`config.mk`:
```
export PLATFORM = sky130hd
export DESIGN_NAME = tm_mul_rr_arbiter
export DESIGN_NICKNAME = d
export VERILOG_FILES = /design/src/rtl/tm_mul_rr_arbiter.sv
export SDC_FILE = /design/constraint.sdc
export NUM_CORES = 1
export LEC_CHECK = 0
export CELL_PAD_IN_SITES_DETAIL_PLACEMENT = 0
export CELL_PAD_IN_SITES_GLOBAL_PLACEMENT = 1
export CORE_ASPECT_RATIO = 1.75
export CORE_MARGIN = 10
export CORE_UTILIZATION = 43
export CTS_BUF_LIST = sky130_fd_sc_hd__clkbuf_4
export CTS_CLUSTER_DIAMETER = 80
export DETAILED_ROUTE_END_ITERATION = 6
export GPL_TIMING_DRIVEN = 1
export PLACE_DENSITY = 0.91
export SYNTH_ARGS = -nofsm -noshare
export SYNTH_HDL_FRONTEND = slang
export SYNTH_HIERARCHICAL = 1
export SYNTH_SLANG_ARGS = --single-unit
export TNS_END_PERCENT = 100
```
`constraint.sdc`:
```
create_clock -name clk -period 22.4 [get_ports clk]
set_clock_uncertainty 0.05 [all_clocks]
set_input_delay 4.48 -clock clk [delete_from_list [all_inputs] [get_ports clk]]
set_output_delay 4.48 -clock clk [all_outputs]
set_load 0.005 [all_outputs]
```
`src/rtl/tm_mul_rr_arbiter.sv`:
```
// Round-robin arbiter that shares one truncated array multiplier among N_REQ requesters.
// Latency: a grant in cycle c gives the product on rsp_* in cycle c+2, one op/cycle sustained.
// Backpressure: with rsp_ready low, S2 then S1 fill and req_ready drops; they refill in the release cycle.

module tm_trunc_mul #(
    parameter int WIDTH = 8,
    parameter int K     = 3
) (
    input  logic [WIDTH-1:0]   a,
    input  logic [WIDTH-1:0]   b,
    output logic [2*WIDTH-1:0] prod
);
    // Partial products with either index below K are never generated.
    always_comb begin
        prod = '0;
        for (int i = K; i < WIDTH; i++) begin
            for (int j = K; j < WIDTH; j++) begin
                if (a[i] && b[j]) begin
                    prod = prod + ((2*WIDTH)'(1) << (i + j));
                end
            end
        end
    end
endmodule

module tm_mul_rr_arbiter #(
    parameter int N_REQ = 4,
    parameter int WIDTH = 8,
    parameter int K     = 3,
    parameter int IDW   = 2
) (
    input  logic                   clk,
    input  logic                   rst,
    input  logic [N_REQ-1:0]       req_valid,
    output logic [N_REQ-1:0]       req_ready,
    input  logic [N_REQ*WIDTH-1:0] req_a,
    input  logic [N_REQ*WIDTH-1:0] req_b,
    output logic                   rsp_valid,
    input  logic                   rsp_ready,
    output logic [2*WIDTH-1:0]     rsp_prod,
    output logic [IDW-1:0]         rsp_id,
    output logic                   busy,
    output logic [15:0]            ops_count
);

    typedef struct packed {
        logic [IDW-1:0]   id;
        logic [WIDTH-1:0] a;
        logic [WIDTH-1:0] b;
    } s1_t;

    logic               s1_valid;
    s1_t                s1;
    logic [IDW-1:0]     rr_ptr;
    logic [IDW-1:0]     rr_next;
    logic [IDW-1:0]     gnt_id;
    logic [IDW:0]       cand;
    logic               gnt_found;
    logic               grant;
    logic               s2_load;
    logic               s1_free;
    logic [2*WIDTH-1:0] mul_prod;

    assign s2_load = s1_valid && (!rsp_valid || rsp_ready);
    assign s1_free = !s1_valid || s2_load;
    assign busy    = s1_valid || rsp_valid;

    // Circular search starting at rr_ptr; cand is one bit wider so the wrap is a single subtract.
    always_comb begin
        gnt_found = 1'b0;
        gnt_id    = '0;
        cand      = '0;
        for (int i = 0; i < N_REQ; i++) begin
            cand = {1'b0, rr_ptr} + (IDW+1)'(i);
            if (cand >= (IDW+1)'(N_REQ)) begin
                cand = cand - (IDW+1)'(N_REQ);
            end
            if (!gnt_found && req_valid[cand[IDW-1:0]]) begin
                gnt_found = 1'b1;
                gnt_id    = cand[IDW-1:0];
            end
        end
    end

    assign grant     = gnt_found && s1_free && !rst;
    assign req_ready = grant ? (N_REQ'(1) << gnt_id) : '0;
    assign rr_next   = (gnt_id == IDW'(N_REQ - 1)) ? '0 : gnt_id + IDW'(1);

    tm_trunc_mul #(
        .WIDTH (WIDTH),
        .K     (K)
    ) u_mul (
        .a    (s1.a),
        .b    (s1.b),
        .prod (mul_prod)
    );

    always_ff @(posedge clk) begin
        if (rst) begin
            s1_valid  <= 1'b0;
            s1        <= '0;
            rr_ptr    <= '0;
            rsp_valid <= 1'b0;
            rsp_prod  <= '0;
            rsp_id    <= '0;
            ops_count <= '0;
        end else begin
            if (grant) begin
                s1_valid <= 1'b1;
                s1.id    <= gnt_id;
                s1.a     <= req_a[gnt_id*WIDTH +: WIDTH];
                s1.b     <= req_b[gnt_id*WIDTH +: WIDTH];
                rr_ptr   <= rr_next;
            end else if (s2_load) begin
                s1_valid <= 1'b0;
            end

            if (s2_load) begin
                rsp_valid <= 1'b1;
                rsp_prod  <= mul_prod;
                rsp_id    <= s1.id;
            end else if (rsp_ready) begin
                rsp_valid <= 1'b0;
            end

            if (rsp_valid && rsp_ready && ops_count != 16'hFFFF) begin
                ops_count <= ops_count + 16'd1;
            end
        end
    end

endmodule

```
**Yosys cells after proc, flatten, opt, wreduce, memory -nomap -nowiden**

Index checks and enable logic that the tools add are counted.

- Shift-type cells: 3
- Mux-type cells: 51
- Equality and inequality tests: 2
- Add/subtract/negate cells: 33
- Reduce and logical (&&, ||, !) cells: 44
- $mul: 0
- Bitwise gates (word level): 0
- Magnitude comparators: 8
- Divide/modulo/power cells: 0

Operator list:

| cell | number |
|---|---|
| $mux W16 | 24 |
| $add A16 B11 Y16 const B | 5 |
| $add A16 B10 Y16 const B | 4 |
| $add A16 B12 Y16 const B | 4 |
| $shiftx A32 B6 Y8 | 2 |
| $add A16 B13 Y16 const B | 3 |
| $add A16 B9 Y16 const B | 3 |
| $logic_and A1 B1 Y1 | 33 |
| $add A16 B14 Y16 const B | 2 |
| $mux W2 | 9 |
| $add A16 B1 Y16 const B | 1 |
| $add A16 B15 Y16 const B | 1 |
| $add A16 B8 Y16 const B | 1 |
| $ne A16 B16 Y1 const B | 1 |
| $lt A2 B3 Y1 const B | 4 |
| $mux W1 | 12 |
| $add A7 B8 Y9 const B | 1 |
| $ge A3 B3 Y1 const B | 3 |
| $bmux W1 S2 | 4 |
| $sub A2 B1 Y2 const B | 4 |
| $mux W7 | 1 |
| $add A2 B2 Y3 const B | 2 |
| $logic_not A1 Y1 | 6 |
| $mux W4 | 1 |
| other kinds (7) | 10 |

- RAM bits: 0
- Bits in read-only memories: 0
- Word-level logic and storage cells: 150
- Memories: 0
- Bits in latches: 0
- Register bits: 56
- Output and inout bits: 40

**Depth between registers and ports, before layout**

- Depth after elaboration: 50
- Depth in mapped cells: 55

**Cells and area by module**

Netlist, hierarchy kept.

By module, submodules not included:

| module | cells an instance | area each (sq um) | times used |
|---|---|---|---|
| tm_trunc_mul | 455 | 3,150.5 | 1 |
| tm_mul_rr_arbiter | 300 | 2,666.3 | 1 |

**Worst setup path after synthesis**

No wires, ideal clock.

- Path type: input port to output port
- From: input port req_valid[2]
- To: output port req_ready[0]
- Stages on the path: 6
- Buffers on the path: 2
- Setup slack: 12,144 ps
- Data required time: 17,870 ps
- Arrival: 5,726 ps
- Cell sequence: nor2b_1 o32a_1 or3b_1 buf_2 buf_6 nor2_1

- Word-level cells in the longest chain between the ends: 15
- Elaborated cells between the ends (all ways): 26

RTL lines:

| what | RTL line | source |
|---|---|---|
| start: declaration | 34 | `input logic [N_REQ-1:0] req_valid,` |
| $bmux W1 S2 | 78 | `if (!gnt_found && req_valid[cand[IDW-1:0]]) begin` |
| $mux W1 (implied by the code) | 78 |  |
| $mux W1 | 78 |  |
| $logic_not A1 Y1 | 78 |  |
| $logic_and A1 B1 Y1 | 78 |  |
| $mux W1 | 78 |  |
| $logic_not A1 Y1 | 78 |  |
| $logic_and A1 B1 Y1 | 78 |  |
| $mux W1 | 78 |  |
| $logic_not A1 Y1 | 78 |  |
| $logic_and A1 B1 Y1 | 78 |  |
| $mux W1 | 78 |  |
| $logic_and A1 B1 Y1 (2 in series) | 85 | `assign grant = gnt_found && s1_free && !rst;` |
| $mux W4 (*) | 86 | `assign req_ready = grant ? (N_REQ'(1) << gnt_id) : '0;` |
| end: declaration | 35 | `output logic [N_REQ-1:0] req_ready,` |

Mark *: on every way between the ends. The rest lies on a longest branch, timed or not. The select of a mux whose other input is x is not followed.

**Worst setup path in the final report**

- From: register s1[11] (netlist name)
- To: register rsp_prod[15]

- Word-level cells in the longest chain between the ends: 50
- Elaborated cells between the ends (all ways): 54

RTL lines:

| what | RTL line | source |
|---|---|---|
| $logic_and A1 B1 Y1 | 18 | `if (a[i] && b[j]) begin` |
| $mux W7 | 18 |  |
| $add A7 B8 Y9 | 19 | `prod = prod + ((2*WIDTH)'(1) << (i + j));` |
| $mux W16 | 18 |  |
| $add A16 B9 Y16 | 19 |  |
| $mux W16 | 18 |  |
| $add A16 B10 Y16 | 19 |  |
| $mux W16 | 18 |  |
| [... 35 more ...] | -- |  |
| $mux W16 (*) | 18 |  |
| $add A16 B13 Y16 | 19 |  |
| $mux W16 (*) | 18 |  |
| $add A16 B14 Y16 | 19 |  |
| $mux W16 (*) | 18 |  |
| $add A16 B15 Y16 | 19 |  |
| $mux W16 (*) | 18 |  |
| via mul_prod[15] | 62 | `logic [2*WIDTH-1:0] mul_prod;` |
| end signal: assignment | 120 | `rsp_prod <= mul_prod;` |
| end: declaration | 40 | `output logic [2*WIDTH-1:0] rsp_prod,` |

The timed path passes the listed nets; every way through them passes the cells marked *.
A chain may end at the register's enable or synchronous reset.

==> summary.md <==
| Metric | Value |
|---|---|
| Crit path time final | 11.75 ns |
| Final Hold Fails | 0 |
| Vias in the first global route | around 5700 |
| Worst Hold Class | reg2reg |
| Synth Cell Area | 0.00548 mm² |
| Vias/cell | 5.74 |
| 1st-pass router iterations | 5 |
| Hold_buf cts | 0 |
| H-tree Lvls | 2 |
| Worst path slowest cell | dfxtp_1 |
| Delay-heaviest family, CP | XOR/XNOR gates |
| GPL Wtd Cong | 0.876 |
| Worst-Margin Slew | 1.29 ns |
| CTS Root Buffer Type | clkbuf_4 |
| DRC | 0 |
| Final net count | between 800 and 900 |
| Syn_area_per_cell | 7.55 µm² |
| Antenna cell count | 0 |
| Met2 usage in global routing | between 30% and 40% |
| Routing usage on met3 | 3.12% |
| Antenna Nets Post-Route | 0 |
| Core box area | 0.0125 mm² |
| CTS Sinks | 50 |
| Worst-path clk slew | 0.17 ns |
| Crit path launch type | flip-flop |
| Final Cycle Share | between 50% and 60% |
| Final setup TNS | 0 ns |
| Most common cell after layout, fill and taps aside | nand2_1 |
| CP arrival | 11.99 ns |
| Leakage power | 2.49 nW |
| P&R area growth vs syn | 17.8% |
| Die footprint | 0.0178 mm² |
| Final wirelength | approximately 16000 µm |
| CP Class | reg2reg |
| Worst vdd ir | 0.0000468 V |
| Unrepaired setup endpoints after global routing | false |
| Met1 GRT Util | between 10% and 20% |
| Die Wd | 105 µm |
| Worst rel slew slack | between 10 and 15% |
| All-Layer GR Usage | 16.8% |
| Fillers | 1182 |
| WHS | ~0.42 ns |
| HPWL after DPL | 12200 µm |
| Initial antenna violation count | 0 |
| Comb pwr share | just over 50% |
| CP max stage delay | 0.64 ns |
| Net Sw Frac | 43.1% |
| Internal Power | 0.188 mW |
| Status | completed |
| First-pass GRT wire length | 26000 µm |
| Worst-Skew Late Latency | a little under 0.4 ns |
| Reg2Reg Setup Slack | 10.65 ns |
| Most frequent cells in the layout | nand2_1, clkdlybuf4s50_1, nor2_1 |
| Input/output buffers | 86 |
| Grt peak-use layer | met2 |
| CTS-repair resized insts | 0 |
| Core Rows | 54 |
| Vias | around 5500 |
| Final setup fails | 0 |
| Largest net degree at the start of global routing | 44 |
| Wire per inst | between 15 and 20 µm |
| Clock power share | between 10% and 20% |
| Chip Height | 169 µm |
| Sequential Power Share | a little over a third |
| Deepest clock path buffer count | 2 |
| Share of layout cells above drive strength 1 | 5.99% |
| Syn. warnings | 6 |
| Total CTS buffers | 5 |
| Synth Instances | 725 |
| Sequential cell area | ~0.0010 mm² |
| First DRT Iteration DRCs | around 330 |
| Final Slew Violations | 0 |
| Crit path buf inv count | 4 |
| I/O Pins | roughly 110 |
| CTS tree | built |
| Crit path max fanout | 14 |
| MaxCap Viol Count | 0 |
| CP most frequent cell | ha_1 |
| Pwr dens | 51.3 mW/mm² |
| Worst Path Required | 22.64 ns |
| GRT overflow | 0 |
| Area of the multi-input gates | between 0.004 and 0.005 mm² |
| Initial Util | 43.8% |
| Switch Pwr | 0.143 mW |
| Fmax | 85.1 MHz |
| Crit path capture type | flip-flop |
| Total setup buffers inserted after CTS | 0 |
worst min-delay path: cells and delay by family (launching register included):
| kind | cells | cell delay [ns] |
|---|---|---|
| AO/OA/AOI/OAI | 1 | 0.05 |
| flip-flops | 1 | 0.34 |
| AND/OR/NAND/NOR | 1 | 0.05 |
power by group through the flow:
stage                     logic, mW  registers, mW  clock network [mW]
after floorplan               0.134          0.107                   0
after global placement        0.164          0.117                   0
after detailed placement      0.169          0.117                   0
after CTS                     0.170          0.115              0.0471
after global routing          0.187          0.118              0.0498
final                         0.170          0.115              0.0455
flip-flops by register name (all words and copies together), names as in the netlist:
register   count
rsp_valid      1
rr_ptr         2
ops_count     16
s1_valid       1
s1            12
rsp_prod      16
rsp_id         2
area by class of cell:
type / count / area share (%)
clock buffer: 5 / 0.582
clock inverter: 3 / 0.446
sequential: 50 / 15.5
inverter: 25 / 1.46
timing repair buffer: 92 / 14.0
tap: 168 / 3.26
multi-input combinational: 609 / 64.7
worst paths after layout:
kind | from | to | cells after the start
worst min-delay path | rsp_prod[13] | rsp_prod[13] | 2
worst min register to register | rsp_prod[13] | rsp_prod[13] | 2
worst max register to register | s1[11] | rsp_prod[15] | 53
worst max-delay path | s1[11] | rsp_prod[15] | 53
per-stage QoR:
step	utilization, %	worst slack [ns]	area, µm²	cells	power (mW)
5_1_grt	51.6	9.71	6450	952	0.355
2_1_floorplan	-	12.17	5500	730	0.241
6_report	51.6	10.65	6450	952	0.331
3_3_place_gp	51.1	10.97	6380	944	0.281
4_1_cts	51.6	10.74	6450	952	0.333
3_5_place_dp	51.1	10.83	6380	944	0.286
per-layer routing:
layer | routed length (µm) | share of wire, % | vias to the layer above
li1 | - | - | 2712
met1 | 6010 | 39 | 2590
met2 | 8510 | 55 | 134
met3 | 712 | 4.6 | 24
met4 | 291 | 1.9 | 0
met5 | 0 | 0 | -
No activity file was read; power rests on OpenSTA's default activity.
==> patch 1, RTL diff (config.mk and constraints unchanged) <==
Reset style: asynchronous (`rst`), changed in one clocked block.
--- a/src/rtl/tm_mul_rr_arbiter.sv
+++ b/src/rtl/tm_mul_rr_arbiter.sv
@@ -96,5 +96,5 @@
     );
 
-    always_ff @(posedge clk) begin
+    always_ff @(posedge clk or posedge rst) begin
         if (rst) begin
             s1_valid  <= 1'b0;
Formal check against the unedited RTL: differs if rst is asserted again (counterexample within 4 cycles, from zero or initial values and one cycle with rst high); with rst held inactive, the same outputs for 4 cycles.
==> patch 1 against the original RTL <==
Worst setup slack got worse by 0.73 ns; synthesized cell count shrank 4.3%; critical path depth shrank 1; global-route usage rose by 0.37 points; area after synthesis up 4.0%; sequential cell count stayed put; design area rose by 2.8%; wire length grew 2.0%; count of clock-buffer cells in the layout is the same; die area up 3.3%; largest cell class unchanged.
Power is left out: it rests on default switching activity, and per cell area and clock period it moved more than threefold.
==> patch 1: results (changes against the original RTL) <==
{| class="wikitable"
! Metric !! Value
|-
| Reg-to-reg slack, setup || 9.91 ns (-0.73 ns)
|-
| Resize count post-CTS || 0 (unchanged)
|-
| Largest fanout on the critical path || 34 (+20)
|-
| GRT Resource Usage Total || 17.2% (+0.37 points)
|-
| Slowest-stage cell, CP || dfrtp_1
|-
| Via count of the first global-routing pass || 5,571 (-1.9%)
|-
| Crit path arrival time || 12.72 ns (+0.73 ns)
|-
| Worst Setup EP || rsp_prod[15]$_DFFE_PP0P_
|-
| First-pass GRT wire length || 26.6 mm (+2.3%)
|-
| Largest delay contributor family on the critical path || XOR/XNOR gates
|-
| Largest net degree at the start of global routing || 52 (+18%)
|-
| Buffer levels on the longest clock path || 2 (unchanged)
|-
| Largest registers || ops_count: 16 flops, rsp_prod: 16 flops, s1: 12 flops
|-
| Share of post-route cells with drive strength above 1 || 8.57% (+2.6 points)
|-
| Warnings, synthesis || 6 (unchanged)
|-
| Number of fillers in the final layout || 1,287 (+8.9%)
|-
| Status || finished clean
|-
| Post-detailed-routing wire length || 15.8 mm (+2.0%)
|-
| Startpoint of the most critical setup path || s1[4]$_DFFE_PP0P_
|-
| Via-per-instance ratio || 5.93 (+3.5%)
|-
| Number of design-rule violations left by the first detailed-router iteration || 330 (+1.5%)
|-
| Last weighted congestion value of the routability-driven placer || 0.878 (+0.23%)
|-
| Maximum single-stage delay on the critical path || 1.02 ns (+0.38 ns)
|-
| Worst r2r path cells || 52 (-1.9%)
|-
| Half-perimeter wire length of the detailed placement result || 12.6 mm (+3.1%)
|-
| Headroom to the max-slew limit || 30.4% (+17 points)
|-
| Ant diodes || 0 (unchanged)
|-
| Final net count || 837 (-4.2%)
|-
| FF-to-FF Start || s1[4]$_DFFE_PP0P_
|}
[patch 1: through the flow]
stage,hold slack (ns),std cells,area [um^2],utilization (%),setup WS (ns)
after global placement,0.437,910,6570,50.8,10.18
after detailed placement,0.437,910,6570,50.8,10.04
after CTS,0.468,918,6630,51.2,9.98
after floorplan,0.427,699,5710,-,11.36
after global routing,0.486,918,6630,51.2,9.04
final,0.463,918,6630,51.2,9.91
[patch 1: worst min path at each step]
stage,startpoint,end,slack (ns),cells after the start
2_1_floorplan,s1[16]$_DFFE_PP0P_,s1[16]$_DFFE_PP0P_,0.43,1
3_3_place_gp,s1[16]$_DFFE_PP0P_,s1[16]$_DFFE_PP0P_,0.44,1
3_5_place_dp,ops_count[14]$_DFFE_PP0P_,ops_count[14]$_DFFE_PP0P_,0.44,1
4_1_cts,ops_count[14]$_DFFE_PP0P_,ops_count[14]$_DFFE_PP0P_,0.47,1
5_1_grt,ops_count[14]$_DFFE_PP0P_,ops_count[14]$_DFFE_PP0P_,0.49,1
6_report,ops_count[14]$_DFFE_PP0P_,ops_count[14]$_DFFE_PP0P_,0.46,1
[patch 1: final cells by class]
cell class,instances,area share (%)
multi-input combinational,578,62.6
clock buffer,5,0.566
clock inverter,3,0.302
tap,171,3.23
inverter,24,1.36
sequential,50,18.9
timing repair buffer,87,13.1
[patch 1: metal layers]
layer | routed length, um | track usage, % | up-vias
met1 | 5920 | 17.5 | 2591
met4 | 491 | 7.04 | 0
met3 | 805 | 3.02 | 43
met5 | 0 | 0 | -
met2 | 8620 | 33.3 | 184
li1 | - | - | 2630
==> patch 2, RTL diff (same flow settings) <==
Made on the original files. `WIDTH` is set to 8 in 2 places; all go to 10.
--- a/src/rtl/tm_mul_rr_arbiter.sv
+++ b/src/rtl/tm_mul_rr_arbiter.sv
@@ -4,5 +4,5 @@
 
 module tm_trunc_mul #(
-    parameter int WIDTH = 8,
+    parameter int WIDTH = 10,
     parameter int K     = 3
 ) (
@@ -26,5 +26,5 @@
 module tm_mul_rr_arbiter #(
     parameter int N_REQ = 4,
-    parameter int WIDTH = 8,
+    parameter int WIDTH = 10,
     parameter int K     = 3,
     parameter int IDW   = 2
Ports: changed (resized req_a, req_b and rsp_prod); port bits go from 111 to 131. No check against the original RTL was run, so the function may have changed too.
==> patch 2 against the original RTL <==
The run now ends with DRC left; design area up 94%; critical path depth is 31 higher; sequential cell count rose by 8; area after synthesis grew 110%; count of clock-buffer cells in the layout is 5 higher; critical endpoint is now rsp_prod[19]$_SDFFE_PP0P_; worst setup slack worse by 8.0 ns; total power rose by 57%; wire length rose by 110%.
==> patch 2: results (changes against the original RTL) <==
{| class="wikitable"
! Metric !! Value
|-
| Final net count || 1,710 (+96%)
|-
| Worst r2r path cells || 84 (+58%)
|-
| Half-perimeter wire length of the detailed placement result || 26.1 mm (+110%)
|-
| Reg-to-reg slack, setup || 2.66 ns (-7.98 ns)
|-
| Critical setup path kind || register to register
|-
| Share of post-route cells with drive strength above 1 || 9.27% (+3.3 points)
|-
| Failing checks || DRC
|-
| Crit path arrival time || 20.05 ns (+8.06 ns)
|-
| Last weighted congestion value of the routability-driven placer || 0.876 (about the same)
|-
| Number of antenna violations at the first check in global routing || 0 (unchanged)
|-
| Number of design-rule violations left by the first detailed-router iteration || 586 (+80%)
|-
| H-tree levels || 3 (+1)
|-
| Length of the first detailed-routing pass in iterations || 7 (+2)
|-
| Internal power of the cells || 274 uW (+45%)
|-
| Clock Pin Slew Worst Setup and Hold Paths || 0.11 ns (-0.06 ns)
|-
| Via count of the first global-routing pass || 11,200 (+97%)
|-
| Ant diodes || 0 (unchanged)
|-
| HP Class || register to register
|-
| GRT Resource Usage Total || 19.1% (+2.2 points)
|-
| Largest fanout on the critical path || 19 (+5)
|-
| Largest net degree at the start of global routing || 51 (+16%)
|-
| Maximum single-stage delay on the critical path || 0.74 ns (+0.10 ns)
|-
| Startpoint of the most critical setup path || s1[13]$_SDFFE_PP0P_
|-
| CTS root buffer || clkbuf_4
|-
| Latest clock arrival within the worst-skew pair || 0.45 ns (+0.06 ns)
|-
| Via-per-instance ratio || 6.00 (+4.7%)
|-
| Resize count post-CTS || 0 (unchanged)
|-
| Reg2Reg Capture Point || rsp_prod[19]$_SDFFE_PP0P_
|-
| Post-route DRC violation count || 1 (+1)
|-
| Port Buffers || 106 (+23%)
|-
| Standby leakage power || 0.00459 uW (+84%)
|-
| Routed wire per std cell || 17.1 um (+5.0%)
|-
| Buffer levels on the longest clock path || 2 (unchanged)
|-
| Slowest-stage cell, CP || dfxtp_1
|-
| Post-CTS Setup Bufs || 0 (unchanged)
|-
| Worst ir drop on vdd || 44.7 uV (-4.5%)
|-
| Largest registers || rsp_prod: 20 flops, ops_count: 16 flops, s1: 16 flops
|-
| Number of fillers in the final layout || 2,623 (+120%)
|-
| Post-Place Setup Slack || 2.78 ns (-8.05 ns)
|-
| Tightest Pin Transition || 1.20 ns (-0.0844 ns)
|-
| Clock buffers created by TritonCTS || 9 (+4)
|-
| First-pass GRT wire length || 53.3 mm (+110%)
|-
| Warnings, synthesis || 6 (unchanged)
|-
| Status || finished with violations
|}
==> patch 2: changes by cell type in the layout (fill, tap and decap cells not counted), moves of 35 or more <==
| cell | before | now |
|---|---|---|
| nand2_1 | 116 | 227 |
| o21ai_0 | 21 | 56 |
| xnor2_1 | 38 | 102 |
| nand3_1 | 25 | 77 |
| nor2_1 | 63 | 114 |
| a21oi_1 | 38 | 74 |
==> patch 2: worst min-delay path by stage <==
stage	from	endpoint	slack, ns	cells past startpoint
2_1_floorplan	s1[14]$_SDFFE_PP0P_	s1[14]$_SDFFE_PP0P_	0.37	2
3_3_place_gp	rsp_prod[11]$_SDFFE_PP0P_	rsp_prod[11]$_SDFFE_PP0P_	0.39	2
3_5_place_dp	rsp_prod[9]$_SDFFE_PP0P_	rsp_prod[9]$_SDFFE_PP0P_	0.40	2
4_1_cts	rsp_prod[9]$_SDFFE_PP0P_	rsp_prod[9]$_SDFFE_PP0P_	0.41	2
5_1_grt	rsp_prod[9]$_SDFFE_PP0P_	rsp_prod[9]$_SDFFE_PP0P_	0.43	2
6_report	s1[21]$_SDFFE_PP0P_	rsp_id[1]$_SDFFE_PP0P_	0.41	2
==> patch 2: through the flow <==
stage	cells	util (%)	total power, uW	hold slack (ns)	instance area, um^2
finish	1906	48.2	520	0.407	12500
global route	1906	48.2	565	0.430	12500
CTS	1906	48.2	520	0.413	12500
detailed placement	1890	47.8	453	0.399	12400
global placement	1890	47.8	446	0.392	12400
floorplan	1543	-	380	0.372	11300
==> patch 2: routing by layer <==
layer	GRT usage, %	routed length [um]
met5	0	0
met4	7.15	1020
met3	3.77	1730
met2	38.9	18000
met1	17.9	11800
==> patch 2: power groups by stage <==
stage,Combinational (uW),Sequential [uW],Clock [uW]
floorplan,259,121,0
CTS,326,128,67.1
global route,363,130,71.7
global placement,316,130,0
finish,326,128,65.7
detailed placement,323,130,0
==> patch 2: worst max-delay path: cells and delay by family, from the launching register on <==
family | cells | cell delay [ns]
simple gates | 25 | 4.40
flops | 1 | 0.74
buf+inv | 6 | 0.45
xor+xnor | 25 | 6.93
fa+ha+maj | 14 | 3.60
mux | 2 | 0.51
compound gates | 12 | 2.95
==> patch 2: layout make-up <==
type | instances | area (um^2) | share of cell area (%)
inverters | 39 | 149 | 1.19
multi-input cells | 1357 | 9560 | 76.4
flip-flops and latches | 58 | 1160 | 9.28
clock inverters | 6 | 33.8 | 0.270
clock buffers | 10 | 75.1 | 0.600
repair buffers | 116 | 1130 | 9.04
well taps | 320 | 400 | 3.20
